File: src/rtl/gfx_mixer_pkg.sv
// Shared types and register-map constants for the graphics layer mixer.
// The collision accumulator is built only when GFX_MIXER_COLLISION_EN is defined.
package gfx_mixer_pkg;

  localparam int unsigned CTRL_PRIO_W     = 7;
  localparam int unsigned CTRL_FIELD_W    = 8;
  localparam int unsigned LAYER_CTRL_BASE = 0;

  localparam int unsigned CTRL_EN_BIT     = 0;
  localparam int unsigned CTRL_PRIO_LSB   = 1;
  localparam int unsigned CTRL_TRANSP_LSB = 8;
  localparam int unsigned CTRL_OFFSET_LSB = 16;

  // Fields sized for the widest legal configuration; unused upper bits stay zero.
  typedef struct packed {
    logic                    enable;
    logic [CTRL_PRIO_W-1:0]  prio;
    logic [CTRL_FIELD_W-1:0] transparent;
    logic [CTRL_FIELD_W-1:0] offset;
  } layer_ctrl_t;

  typedef struct packed {
    logic hsync;
    logic vsync;
    logic draw;
  } sync_t;

  function automatic int unsigned backdrop_addr(input int unsigned num_layers);
    return LAYER_CTRL_BASE + num_layers;
  endfunction

endpackage

File: src/rtl/gfx_mixer_regs.sv
// Double-buffered control registers: bus writes hit shadow copies, new_frame
// copies shadow to active so a frame never sees a half-updated configuration.
module gfx_mixer_regs
  import gfx_mixer_pkg::*;
#(
  parameter int unsigned NUM_LAYERS    = 4,
  parameter int unsigned PIXEL_BITS    = 8,
  parameter int unsigned PRIO_BITS     = 2,
  parameter int unsigned REG_ADDR_BITS = 4
) (
  input  logic                               clk,
  input  logic                               aresetn,
  input  logic                               new_frame,
  input  logic                               reg_wen,
  input  logic [REG_ADDR_BITS-1:0]           reg_addr,
  input  logic [31:0]                        reg_wdata,
  output layer_ctrl_t [NUM_LAYERS-1:0]       active_ctrl,
  output logic [PIXEL_BITS-1:0]              active_backdrop
);

  layer_ctrl_t [NUM_LAYERS-1:0] shadow_q, shadow_d;
  layer_ctrl_t [NUM_LAYERS-1:0] active_q, active_d;
  logic [PIXEL_BITS-1:0]        bd_shadow_q, bd_shadow_d;
  logic [PIXEL_BITS-1:0]        bd_active_q, bd_active_d;

  logic unused_wdata;
  assign unused_wdata = ^reg_wdata;

  function automatic layer_ctrl_t decode_ctrl(input logic [31:0] wdata);
    layer_ctrl_t c;
    c.enable      = wdata[CTRL_EN_BIT];
    c.prio        = CTRL_PRIO_W'(wdata[CTRL_PRIO_LSB +: PRIO_BITS]);
    c.transparent = CTRL_FIELD_W'(wdata[CTRL_TRANSP_LSB +: PIXEL_BITS]);
    c.offset      = CTRL_FIELD_W'(wdata[CTRL_OFFSET_LSB +: PIXEL_BITS]);
    return c;
  endfunction

  function automatic layer_ctrl_t reset_ctrl(input int unsigned idx);
    layer_ctrl_t c;
    c.enable      = 1'b1;
    c.prio        = CTRL_PRIO_W'(idx % (2 ** PRIO_BITS));
    c.transparent = '0;
    c.offset      = '0;
    return c;
  endfunction

  // Active copies take the pre-write shadow when a write coincides with new_frame.
  always_comb begin
    shadow_d    = shadow_q;
    bd_shadow_d = bd_shadow_q;
    if (reg_wen) begin
      for (int i = 0; i < int'(NUM_LAYERS); i++) begin
        if (reg_addr == REG_ADDR_BITS'(LAYER_CTRL_BASE + i)) begin
          shadow_d[i] = decode_ctrl(reg_wdata);
        end
      end
      if (reg_addr == REG_ADDR_BITS'(backdrop_addr(NUM_LAYERS))) begin
        bd_shadow_d = reg_wdata[PIXEL_BITS-1:0];
      end
    end
    active_d    = new_frame ? shadow_q : active_q;
    bd_active_d = new_frame ? bd_shadow_q : bd_active_q;
  end

  always_ff @(posedge clk) begin
    if (!aresetn) begin
      for (int i = 0; i < int'(NUM_LAYERS); i++) begin
        shadow_q[i] <= reset_ctrl(i);
        active_q[i] <= reset_ctrl(i);
      end
      bd_shadow_q <= '0;
      bd_active_q <= '0;
    end else begin
      shadow_q    <= shadow_d;
      active_q    <= active_d;
      bd_shadow_q <= bd_shadow_d;
      bd_active_q <= bd_active_d;
    end
  end

  assign active_ctrl     = active_q;
  assign active_backdrop = bd_active_q;

endmodule

File: src/rtl/gfx_layer_mixer.sv
// N-layer priority/transparency mixer producing a palette index with 3-cycle latency.
// Define GFX_MIXER_COLLISION_EN to build the per-frame collision accumulator.
module gfx_layer_mixer
  import gfx_mixer_pkg::*;
#(
  parameter int unsigned NUM_LAYERS    = 4,
  parameter int unsigned PIXEL_BITS    = 8,
  parameter int unsigned PRIO_BITS     = 2,
  parameter int unsigned REG_ADDR_BITS = 4
) (
  input  logic                             clk,
  input  logic                             aresetn,
  input  logic [NUM_LAYERS*PIXEL_BITS-1:0] layer_pixels,
  input  logic                             hsync_in,
  input  logic                             vsync_in,
  input  logic                             draw_in,
  input  logic                             new_frame,
  input  logic                             reg_wen,
  input  logic [REG_ADDR_BITS-1:0]         reg_addr,
  input  logic [31:0]                      reg_wdata,
  output logic [PIXEL_BITS-1:0]            pixel_out,
  output logic                             hsync_out,
  output logic                             vsync_out,
  output logic                             draw_out,
  output logic [NUM_LAYERS-1:0]            collision_flags
);

  layer_ctrl_t [NUM_LAYERS-1:0] active_ctrl;
  logic [PIXEL_BITS-1:0]        active_backdrop;

  gfx_mixer_regs #(
    .NUM_LAYERS    (NUM_LAYERS),
    .PIXEL_BITS    (PIXEL_BITS),
    .PRIO_BITS     (PRIO_BITS),
    .REG_ADDR_BITS (REG_ADDR_BITS)
  ) u_regs (
    .clk             (clk),
    .aresetn         (aresetn),
    .new_frame       (new_frame),
    .reg_wen         (reg_wen),
    .reg_addr        (reg_addr),
    .reg_wdata       (reg_wdata),
    .active_ctrl     (active_ctrl),
    .active_backdrop (active_backdrop)
  );

  logic [NUM_LAYERS-1:0]                  s1_mask_q, s1_mask_d;
  logic [NUM_LAYERS-1:0][PIXEL_BITS-1:0]  s1_idx_q, s1_idx_d;
  logic [NUM_LAYERS-1:0][CTRL_PRIO_W-1:0] s1_prio_q, s1_prio_d;
  logic [PIXEL_BITS-1:0]                  s1_bd_q, s1_bd_d;
  sync_t                                  s1_sync_q, s1_sync_d;
  logic [PIXEL_BITS-1:0]                  s2_pix_q, s2_pix_d;
  sync_t                                  s2_sync_q, s2_sync_d;
  logic [PIXEL_BITS-1:0]                  out_pix_q, out_pix_d;
  sync_t                                  out_sync_q, out_sync_d;
  logic                                   sel_found;
  logic [CTRL_PRIO_W-1:0]                 sel_prio;

  // S1: opacity and offset-adjusted index per layer, sampled with the active config.
  always_comb begin
    s1_mask_d = '0;
    s1_idx_d  = '0;
    s1_prio_d = '0;
    for (int i = 0; i < int'(NUM_LAYERS); i++) begin
      s1_mask_d[i] = active_ctrl[i].enable &&
                     (CTRL_FIELD_W'(layer_pixels[i*PIXEL_BITS +: PIXEL_BITS]) !=
                      active_ctrl[i].transparent);
      s1_idx_d[i]  = PIXEL_BITS'(CTRL_FIELD_W'(layer_pixels[i*PIXEL_BITS +: PIXEL_BITS]) +
                                 active_ctrl[i].offset);
      s1_prio_d[i] = active_ctrl[i].prio;
    end
    s1_bd_d   = active_backdrop;
    s1_sync_d = '{hsync: hsync_in, vsync: vsync_in, draw: draw_in};
  end

  // S2: strict less-than scan from layer 0 so ties go to the lower index.
  always_comb begin
    s2_pix_d  = s1_bd_q;
    sel_found = 1'b0;
    sel_prio  = '0;
    for (int i = 0; i < int'(NUM_LAYERS); i++) begin
      if (s1_mask_q[i] && (!sel_found || (s1_prio_q[i] < sel_prio))) begin
        sel_found = 1'b1;
        sel_prio  = s1_prio_q[i];
        s2_pix_d  = s1_idx_q[i];
      end
    end
    s2_sync_d = s1_sync_q;
  end

  // S3: blanking.
  always_comb begin
    out_pix_d  = s2_sync_q.draw ? s2_pix_q : '0;
    out_sync_d = s2_sync_q;
  end

  always_ff @(posedge clk) begin
    if (!aresetn) begin
      s1_mask_q  <= '0;
      s1_idx_q   <= '0;
      s1_prio_q  <= '0;
      s1_bd_q    <= '0;
      s1_sync_q  <= '0;
      s2_pix_q   <= '0;
      s2_sync_q  <= '0;
      out_pix_q  <= '0;
      out_sync_q <= '0;
    end else begin
      s1_mask_q  <= s1_mask_d;
      s1_idx_q   <= s1_idx_d;
      s1_prio_q  <= s1_prio_d;
      s1_bd_q    <= s1_bd_d;
      s1_sync_q  <= s1_sync_d;
      s2_pix_q   <= s2_pix_d;
      s2_sync_q  <= s2_sync_d;
      out_pix_q  <= out_pix_d;
      out_sync_q <= out_sync_d;
    end
  end

  assign pixel_out = out_pix_q;
  assign hsync_out = out_sync_q.hsync;
  assign vsync_out = out_sync_q.vsync;
  assign draw_out  = out_sync_q.draw;

`ifdef GFX_MIXER_COLLISION_EN
  logic [NUM_LAYERS-1:0] acc_q, acc_d;
  logic [NUM_LAYERS-1:0] coll_q, coll_d;
  logic                  multi_c;

  // A collision on the new_frame cycle lands in the freshly cleared accumulator.
  always_comb begin
    multi_c = (s1_mask_q & (s1_mask_q - NUM_LAYERS'(1))) != '0;
    acc_d   = new_frame ? '0 : acc_q;
    if (s1_sync_q.draw && multi_c) begin
      acc_d = acc_d | s1_mask_q;
    end
    coll_d  = new_frame ? acc_q : coll_q;
  end

  always_ff @(posedge clk) begin
    if (!aresetn) begin
      acc_q  <= '0;
      coll_q <= '0;
    end else begin
      acc_q  <= acc_d;
      coll_q <= coll_d;
    end
  end

  assign collision_flags = coll_q;
`else
  assign collision_flags = '0;
`endif

endmodule

File: config.mk
export PLATFORM = sky130hd
export DESIGN_NAME = gfx_layer_mixer
export DESIGN_NICKNAME = d
export VERILOG_FILES = /design/src/rtl/gfx_mixer_pkg.sv /design/src/rtl/gfx_mixer_regs.sv /design/src/rtl/gfx_layer_mixer.sv
export SDC_FILE = /design/constraint.sdc
export NUM_CORES = 1
export LEC_CHECK = 0
export BUFFER_PORTS_ARGS = -buffer_cell sky130_fd_sc_hd__buf_4
export CORE_MARGIN = 2
export CORE_UTILIZATION = 23
export CTS_BUF_LIST = sky130_fd_sc_hd__clkbuf_4 sky130_fd_sc_hd__clkbuf_8 sky130_fd_sc_hd__clkbuf_16
export DETAILED_ROUTE_END_ITERATION = 8
export SLEW_MARGIN = 20
export SYNTH_ARGS = -nofsm -noshare
export SYNTH_HDL_FRONTEND = slang
export SYNTH_SLANG_ARGS = --single-unit
File: constraint.sdc
create_clock -name clk -period 4.9 [get_ports clk]
set_input_delay 0 -clock clk [delete_from_list [all_inputs] [get_ports clk]]
set_output_delay 0 -clock clk [all_outputs]
set_load 0.005 [all_outputs]
==> results of run 1 <==
through the flow:
stage	hold slack, ns	setup slack (ns)	power (mW)
4_1_cts	0.004647	1.026	4.355
5_1_grt	0.02797	0.6255	4.462
2_1_floorplan	0.1240	0.9083	2.290
3_5_place_dp	0.2136	1.039	2.421
3_3_place_gp	0.2133	1.235	2.415
6_report	0.02263	0.9720	4.304
critical path: cells and delay by family, from the launching register on:
family,cells,cell delay [ns]
AOI/OAI and AO/OA,8,1.71
adders and majority gates,3,0.84
and+or+nand+nor,3,0.34
DFF,1,0.34
muxes,1,0.39
buffers and inverters,1,0.20
worst max path at each step:
| stage | to | startpoint | slack (ns) |
|---|---|---|---|
| global placement | s2_pix_q[2] | s1_prio_q[1] | 1.23 |
| finish | s2_pix_q[6] | s1_prio_q[1] | 0.97 |
| CTS | s2_pix_q[6] | s1_prio_q[1] | 1.03 |
| floorplan | s2_pix_q[0] | s1_mask_q[0] | 0.91 |
| detailed placement | s2_pix_q[6] | s1_prio_q[1] | 1.04 |
| global route | s2_pix_q[2] | s1_prio_q[1] | 0.63 |
cell families after synthesis:
family	synth area share, %
other cells	0.03608
compound gates	10.02
fa+ha+maj	4.503
mux	10.13
xor+xnor	4.382
flops	47.19
buf+inv	3.275
simple gates	20.47
cell usage in the layout (no fill, tap or decap), types with 2 or more instances in the layout:
master	netlist	final
a211o_1	8	8
a21boi_0	68	68
a21o_1	8	8
a21oi_1	13	13
a31oi_1	9	9
and2_1	47	47
and3_1	9	9
buf_4	4	80
bufinv_16	0	2
clkbuf_16	0	25
clkbuf_4	0	6
clkbuf_8	0	4
clkinv_2	0	3
clkinvlp_4	0	2
conb_1	1	4
dfxtp_1	245	245
diode_2	0	2
dlygate4sd3_1	0	46
fa_1	4	4
ha_1	31	31
inv_1	15	15
mux2i_1	104	104
nand2_1	207	207
nand2b_1	9	9
nand3_1	9	9
nand3b_1	2	2
nor2_1	24	24
nor2b_1	104	104
nor3_1	4	4
nor3b_1	4	4
nor4_1	8	8
o21ai_0	9	9
o311ai_0	8	8
o41ai_1	4	4
xnor2_1	12	12
xor2_1	40	40
cell type report:
type	instances	area, um^2
diodes	2	5.005
clock buffers	35	725.7
clock inverters	7	90.09
fillers	4614	31650
inverters	16	60.06
multi-input cells	765	5159
flip-flops and latches	245	4905
well taps	592	740.7
repair buffers	127	1081
sequential cells by signal, summed over array words and instances, names as in the netlist:
| signal | count |
|---|---|
| s1_sync_q | 3 |
| u_regs.active_ctrl | 76 |
| out_sync_d | 3 |
| u_regs.bd_shadow_q | 8 |
| u_regs.active_backdrop | 8 |
| draw_out | 1 |
| s1_mask_q | 4 |
| s2_pix_q | 8 |
| s1_bd_q | 8 |
| vsync_out | 1 |
| s1_prio_q | 8 |
| pixel_out | 8 |
| u_regs.shadow_q | 76 |
| hsync_out | 1 |
| s1_idx_q | 32 |
report_power, final:
part | internal (mW) | switching (mW) | total, mW
registers | 2.04 | 0.0212 | 2.06
logic | 0.164 | 0.185 | 0.350
clock network | 1.13 | 0.766 | 1.90
per-layer routing:
layer | vias up | GRT usage, % | routed length [um]
met3 | 43 | 1.740 | 924
met2 | 122 | 18.75 | 12460
met1 | 3426 | 13.47 | 11710
met4 | 2 | 3.858 | 750
met5 | - | 0 | 16
li1 | 3790 | - | -
==> metrics, run 1 <==
status=completed; Lkg Pwr=5.208 nW; Syn Std Cell Area=0.01039 mm^2; CP cell instances=nand2_1, ha_1, a21oi_1, o21ai_2, buf_4, a31oi_1, ha_1, o22ai_1, nand2_1, o21ai_4, mux2_2, ha_1, o32ai_1, nand2_1, o31a_4, a31oi_1; count leader, synth=dfxtp_1; initial antenna violation count=3; asr flop ratio synth=0%; global route overflow=0; startpoint types=flop; reg2reg start=s1_prio_q[1]; top cells by area, synth=dfxtp_1 (47%), mux2i_1 (10%), nand2_1 (7.5%); CP Class=reg2reg; first-pass GRT wire length=39920 um; DRT Wirelength=25860 um; CTS max path bufs=3; Die ar.=0.04690 mm^2; Least-Margin Pin Slew=1.083 ns; Yosys warning count=0; Worst setup EP type=flop; Global Route Usage Sum=10.80%; I/O Pins=90; Placed Cells=1699; WP data arrival=4.35 ns; synth unique cells=49; Yosys top cell by area=dfxtp_1; largest net degree at the start of global routing=128; Core Util, Final=28.74%; synthesis-to-layout area growth=22.84%; Slew Viols, Final=0; Synth Flop Type=dfxtp_1; FF-to-FF setup slack=0.97 ns; fin crit share=80.16%; clock transition at the registers of the reported paths=0.06 ns; Clock Sinks=245; routed via count=7383; H-tree levels=1; Post-synth EDFFs=0; gp weighted congestion=0.7827; DRT iter0 DRCs=419; Cell Pwr Density=337.1 mW/mm^2; hold_buf cts=46; Non-Filler Instances=1789; area share of the largest cell type after synthesis=47.19%; Worst Skew=0.007254 ns; syn_area_per_cell=9.578 um^2; Initial Utilization=23.40%; row cnt=77; synthesized flop and latch total=245; drt wl/cell=14.45 um; DRT antenna net count=0; min Tclk post-route=3.928 ns; IO Port Bufs=77; drt via density=4.127; CP peak stage delay=0.54 ns; Die Span X=216.6 um; vias in the first global route=7021; peak supply drop=0.0002125 V; Final #Nets=1290; design area=0.01277 mm^2; DRC viols=0; sequential element share of the synthesized area=47.19%; CP required=5.33 ns; worst hold path type=in2reg; CTS resizes=0; Min-Delay Endpoint=s1_idx_q[14]; max cap viols=0; worst-path fanout max=17; CTS tree=done; min-delay src=layer_pixels[14]; Hold Vio Cnt, Final=0; layout cells sized above 1=11.21%; TritonRoute pass-1 iters=4; final setup fails=0; sum of negative setup slack=0 ns; CTS buffer count=25; Root Buffer=clkbuf_16; slowest CP cell=o32ai_1; Area after DPL=0.01148 mm^2; post-CTS setup buffers=0; fmax=0.2546 GHz; cell count after synthesis=1085; dpl hpwl=18340 um; worst reg2reg endpoint=s2_pix_q[6]; Worst Hold Depth=4; chip height=216.6 um; headroom to the max-slew limit=27.55%; reg2reg path depth=16; synth cell count leaders=dfxtp_1 (245), nand2_1 (207), mux2i_1 (104), nor2b_1 (104), a21boi_0 (68); unrepaired setup endpoints after global routing=false; Core Area=0.04441 mm^2; Worst-Skew Late Latency=0.52 ns
Note: power is estimated with default switching activity, not from simulation.
==> inputs of run 2 (changes only) <==
- clock period: 4.9 -> 3.4 ns (I/O delays scaled with it)
==> metrics, run 2 (synthesized netlist as in run 1, its figures left out) <==
IO Port Bufs=77 (unchanged); Clk pwr share=45.0% (+0.9 points); DRC viols=0 (unchanged); Int Pwr=4.904 mW (+47%); Sw Pwr=1.434 mW (+47%); slowest CP cell=o31a_4; peak supply drop=0.0002594 V (+22%); row cnt=77 (unchanged); worst-path fanout max=8 (-9); fmax=0.3125 GHz (+23%); headroom to the max-slew limit=39.36% (+12 points); WP data arrival=3.64 ns (-0.71 ns); CP cell instances=nand2_4, ha_4, a21oi_4, o21ai_4, nor2_1, a31oi_2, ha_1, o22ai_1, nand2_1, o21ai_4, mux2_4, ha_4, nor2_4, nand2_1, o31a_4, a31oi_1; Initial Utilization=23.40% (unchanged); fin crit share=94.11% (+14 points); chip height=216.6 um (unchanged); CP required=3.84 ns (-1.49 ns); max cap viols=0 (unchanged); switch share=22.62% (+0.034 points); H-tree levels=1 (unchanged); most frequent cells in the layout=dfxtp_1 (243), nand2_1 (206), mux2i_1 (104), nor2b_1 (104), buf_4 (87); Core Util, Final=29.24% (+0.50 points); Lkg Pwr=5.307 nW (+1.9%); worst hold path type=in2reg; synthesis-to-layout area growth=24.97%; Final #Nets=1299 (+0.70%); Worst setup EP type=flop; largest net degree at the start of global routing=86 (-33%); global route overflow=0 (unchanged); CTS tree=done; Comb power frac=8.3% (+0.2 points); TritonRoute pass-1 iters=4 (unchanged); unrepaired setup endpoints after global routing=false; routed via count=7414 (+0.42%); delay-heaviest family, CP=compound AO/OA/AOI/OAI gates; layout cells sized above 1=12.69% (+1.5 points); Least-Margin Pin Slew=0.9070 ns (-0.1764 ns); first-pass GRT wire length=40920 um (+2.5%); status=completed; Cell Pwr Density=488.0 mW/mm^2 (+45%); commonest non-fill, non-tap cell in the layout=dfxtp_1; Die Span X=216.6 um (unchanged); Worst-Skew Late Latency=0.52 ns (about the same); Clock Sinks=245 (unchanged); startpoint types=flop; Hold Vio Cnt, Final=0 (unchanged); Slew Viols, Final=0 (unchanged); CP peak stage delay=0.38 ns (-0.16 ns); CTS buffer count=25 (unchanged); final hold slack=0.02567 ns (+0.003035 ns); Fillers=4600 (-0.30%); Core Area=0.04441 mm^2 (unchanged); Die ar.=0.04690 mm^2 (unchanged); DRT antenna net count=0 (unchanged); min Tclk post-route=3.200 ns (-0.7284 ns); clock transition at the registers of the reported paths=0.06 ns (about the same); gp weighted congestion=0.7722 (-1.3%); drt wl/cell=14.61 um (+1.1%); Global Route Usage Sum=11.07% (+0.27 points); vias in the first global route=7313 (+4.2%); DRT iter0 DRCs=290 (-31%); I/O Pins=90 (unchanged); sequential fraction of design power=46.8% (-1.0 points); DRT Wirelength=26290 um (+1.7%); final setup fails=0 (unchanged); initial antenna violation count=1 (-2); Worst Skew=0.007259 ns (+0.000004330 ns); CTS max path bufs=3 (unchanged); dpl hpwl=19040 um (+3.8%); crit path buf inv count=0 (-1); drt via density=4.121 (-0.14%); Root Buffer=clkbuf_16; CP Class=reg2reg
[run 2: worst reg2reg max path: stages (launching register included)]
cell	delay [ns]
dfxtp_2	0.36
nand2_4	0.06
ha_4	0.25
a21oi_4	0.17
o21ai_4	0.08
nor2_1	0.14
a31oi_2	0.06
ha_1	0.33
o22ai_1	0.13
nand2_1	0.13
o21ai_4	0.10
mux2_4	0.33
ha_4	0.18
nor2_4	0.18
nand2_1	0.09
o31a_4	0.38
a31oi_1	0.16
[run 2: metal layers]
metal | part of all wire (%) | GRT usage (%) | vias to the layer above
met5 | 0 | 0 | -
met4 | 3.7 | 4.772 | 0
met3 | 4.4 | 1.698 | 45
met2 | 47 | 19.01 | 121
met1 | 44 | 13.72 | 3452
li1 | - | - | 3796
[run 2: final cells by class]
type / instances / area (um^2) / area share, %
tap: 592 / 740.7 / 5.703
clock inverter: 7 / 95.09 / 0.7322
clock buffer: 37 / 772.0 / 5.944
inverter: 16 / 60.06 / 0.4624
timing repair buffer: 136 / 1164 / 8.960
sequential: 245 / 4907 / 37.78
multi-input combinational: 765 / 5246 / 40.39
antenna: 1 / 2.502 / 0.01927
[run 2: timing repair]
action | 4_1_cts | 5_1_grt
resized for setup | 0 | 3
setup buffers | 0 | 2
hold buffers | 47 | 0
setup endpoints to repair | 0 | 8
hold endpoints to repair | 105 | 0
[run 2: power by group through the flow]
stage | logic (mW) | registers [mW] | clock network (mW)
global route | 0.569 | 2.97 | 3.03
CTS | 0.527 | 2.96 | 2.92
finish | 0.523 | 2.96 | 2.85
detailed placement | 0.479 | 3.03 | 0
floorplan | 0.300 | 3.01 | 0
global placement | 0.470 | 3.03 | 0
[run 2: through the flow]
| stage | TNS [ns] | instances | power, mW | area (um^2) | worst slack [ns] |
|---|---|---|---|---|---|
| after floorplan | -1.423 | 1088 | 3.315 | 10510 | -0.2032 |
| after global placement | 0 | 1705 | 3.499 | 11620 | 0.2338 |
| after detailed placement | 0 | 1705 | 3.509 | 11620 | 0.1103 |
| after CTS | 0 | 1796 | 6.414 | 12960 | 0.1082 |
| after global routing | 0 | 1799 | 6.568 | 12990 | 0.04044 |
| final | 0 | 1799 | 6.338 | 12990 | 0.2004 |
[run 2: worst paths after layout]
path	start	to	slack [ns]	cells past startpoint
min reg2reg	out_sync_d[2]	hsync_out	0.44	1
max	s1_prio_q[1]	s2_pix_q[3]	0.20	16
max reg2reg	s1_prio_q[1]	s2_pix_q[3]	0.20	16
min	layer_pixels[27]	s1_idx_q[27]	0.03	4
==> inputs of run 3 (changes only) <==
==> constraint.sdc (replaced) <==
create_clock -name clk -period 3.4 [get_ports clk]
set_input_delay 0.17 -clock clk [delete_from_list [all_inputs] [get_ports clk]]
set_output_delay 0.17 -clock clk [all_outputs]
set_load 0.005 [all_outputs]
==> metrics, run 3 (synthesized netlist as in run 1, its figures left out) <==
synthesis-to-layout area growth=22.43%; DRT antenna net count=0 (unchanged); Global Route Usage Sum=10.92% (-0.15 points); final setup fails=0 (unchanged); CP peak stage delay=0.39 ns (about the same); DRT Wirelength=25690 um (-2.3%); initial antenna violation count=2 (+1); headroom to the max-slew limit=41.47% (+2.1 points); Worst setup EP type=flop; status=completed; drt via density=4.124 (about the same); Least-Margin Pin Slew=0.8769 ns (-0.03008 ns); sequential fraction of design power=48.2% (+1.4 points); Cell Pwr Density=483.7 mW/mm^2 (-0.89%); first-pass GRT wire length=40190 um (-1.8%); GR Util met3=2.204% (+0.51 points); Final #Nets=1278 (-1.6%); CP cell instances=nand2_4, ha_4, a21oi_4, o21ai_4, nor2_1, a31oi_2, ha_1, o22ai_1, nand2_1, o21ai_4, mux2_4, ha_4, nor2_4, nand2_1, o31a_4, a31oi_1; gp weighted congestion=0.7986 (+3.4%); met2 Usage GRT=18.71% (-0.30 points); dpl hpwl=19050 um (about the same); I/O Pins=90 (unchanged); worst-path fanout max=8 (unchanged); min Tclk post-route=3.230 ns (+0.03041 ns); startpoint types=flop; Int Pwr=4.746 mW (-3.2%); global route overflow=0 (unchanged); CTS tree=done; drt wl/cell=14.45 um (-1.1%); fmax=0.3096 GHz (-0.94%); row cnt=77 (unchanged); H-tree levels=1 (unchanged); routed via count=7332 (-1.1%); clock transition at the registers of the reported paths=0.06 ns (about the same); Comb power frac=8.1% (-0.2 points); CTS max path bufs=3 (unchanged); Initial Utilization=23.40% (unchanged); Sw Pwr=1.408 mW (-1.8%); largest net degree at the start of global routing=71 (-17%); unrepaired setup endpoints after global routing=false; Placed Cells=1705 (unchanged); Worst Skew=0.01046 ns (+0.003203 ns); delay-heaviest family, CP=compound AO/OA/AOI/OAI gates; most used routing layer=met2; Hold Vio Cnt, Final=0 (unchanged); CTS buffer count=25 (unchanged); crit path buf inv count=0 (unchanged); switch share=22.88% (+0.26 points); most frequent cells in the layout=dfxtp_1 (243), nand2_1 (206), mux2i_1 (104), nor2b_1 (104), buf_4 (86); Non-Filler Instances=1778 (-1.2%); TritonRoute pass-1 iters=4 (unchanged); Lkg Pwr=5.195 nW (-2.1%); Core Area=0.04441 mm^2 (unchanged); Clock Sinks=245 (unchanged); commonest non-fill, non-tap cell in the layout=dfxtp_1; Die ar.=0.04690 mm^2 (unchanged); Clk pwr share=43.7% (-1.3 points); worst hold path type=in2reg; CP required=3.84 ns (about the same); Slew Viols, Final=0 (unchanged); CP Class=reg2reg; DRC viols=0 (unchanged); antenna fix cells=0 (-1); layout cells sized above 1=12.90% (+0.21 points); Worst-Skew Late Latency=0.52 ns (about the same); fin crit share=95.00% (+0.89 points); slowest CP cell=o31a_4; vias in the first global route=7039 (-3.7%); chip height=216.6 um (unchanged); Root Buffer=clkbuf_16; met1 Usage GRT=13.16% (-0.56 points); total power=6.154 mW (-2.9%); DRT iter0 DRCs=389 (+34%); WP data arrival=3.67 ns (+0.03 ns); Die Span X=216.6 um (unchanged); IO Port Bufs=77 (unchanged); peak supply drop=0.0002821 V (+8.8%); max cap viols=0 (unchanged)
run 3: cell count changes in the layout (fill, tap and decap cells not counted), moves of 3 or more:
cell	change
dlygate4sd3_1	-20
clkbuf_4	+4
clkbuf_8	-5
clkinv_2	+3
run 3: worst paths after layout:
check,slack (ns),endpoint,cells past startpoint,startpoint
worst max-delay path,0.17,s2_pix_q[1],16,s1_prio_q[1]
worst min register to register,0.44,out_sync_d[1],1,s1_sync_q[1]
worst max register to register,0.17,s2_pix_q[1],16,s1_prio_q[1]
worst min-delay path,0.04,s1_idx_q[8],3,layer_pixels[8]
run 3: per-layer routing:
| metal | up-vias | wire length, um |
|---|---|---|
| met5 | - | 26 |
| met4 | 4 | 1031 |
| met3 | 56 | 1162 |
| met2 | 117 | 12240 |
| met1 | 3393 | 11230 |
| li1 | 3762 | - |
run 3: per-stage QoR:
stage / TNS (ns) / hold WS [ns] / cell area [um^2] / util (%) / setup WS (ns)
5_1_grt: 0 / 0.04061 / 12720 / 28.65 / 0.01407
6_report: 0 / 0.04042 / 12720 / 28.65 / 0.1700
4_1_cts: 0 / 0.02100 / 12710 / 28.61 / 0.07855
3_3_place_gp: 0 / 0.3815 / 11620 / 26.17 / 0.2430
3_5_place_dp: 0 / 0.3821 / 11620 / 26.17 / 0.08873
2_1_floorplan: -1.423 / 0.2940 / 10510 / - / -0.2032
run 3: area by class of cell:
cell class                 count  area (um^2)
clock inverter                 9        80.08
tap                          592        740.7
fill                        4613        31690
inverter                      16        60.06
timing repair buffer         115        955.9
sequential                   245         4907
multi-input combinational    765         5246
clock buffer                  36        733.2
run 3: timing repair:
action                     4_1_cts  5_1_grt
setup endpoints to repair        0        8
hold buffers                    27        0
resized for setup                0        2
setup buffers                    0        1
hold endpoints to repair        86        0
run 3: power by group through the flow:
stage	Clock [mW]	Sequential, mW	Combinational (mW)
6_report	2.69	2.96	0.499
5_1_grt	2.88	2.97	0.545
4_1_cts	2.76	2.96	0.503
3_5_place_dp	0	3.03	0.475
3_3_place_gp	0	3.03	0.468
2_1_floorplan	0	3.01	0.300
run 3: tightest hold or removal path: cells and delay by family:
| kind | cells | cell delay (ns) |
|---|---|---|
| adder cells (fa/ha/maj) | 1 | 0.13 |
| buffers and inverters | 1 | 0.11 |
| AND/OR/NAND/NOR | 1 | 0.12 |
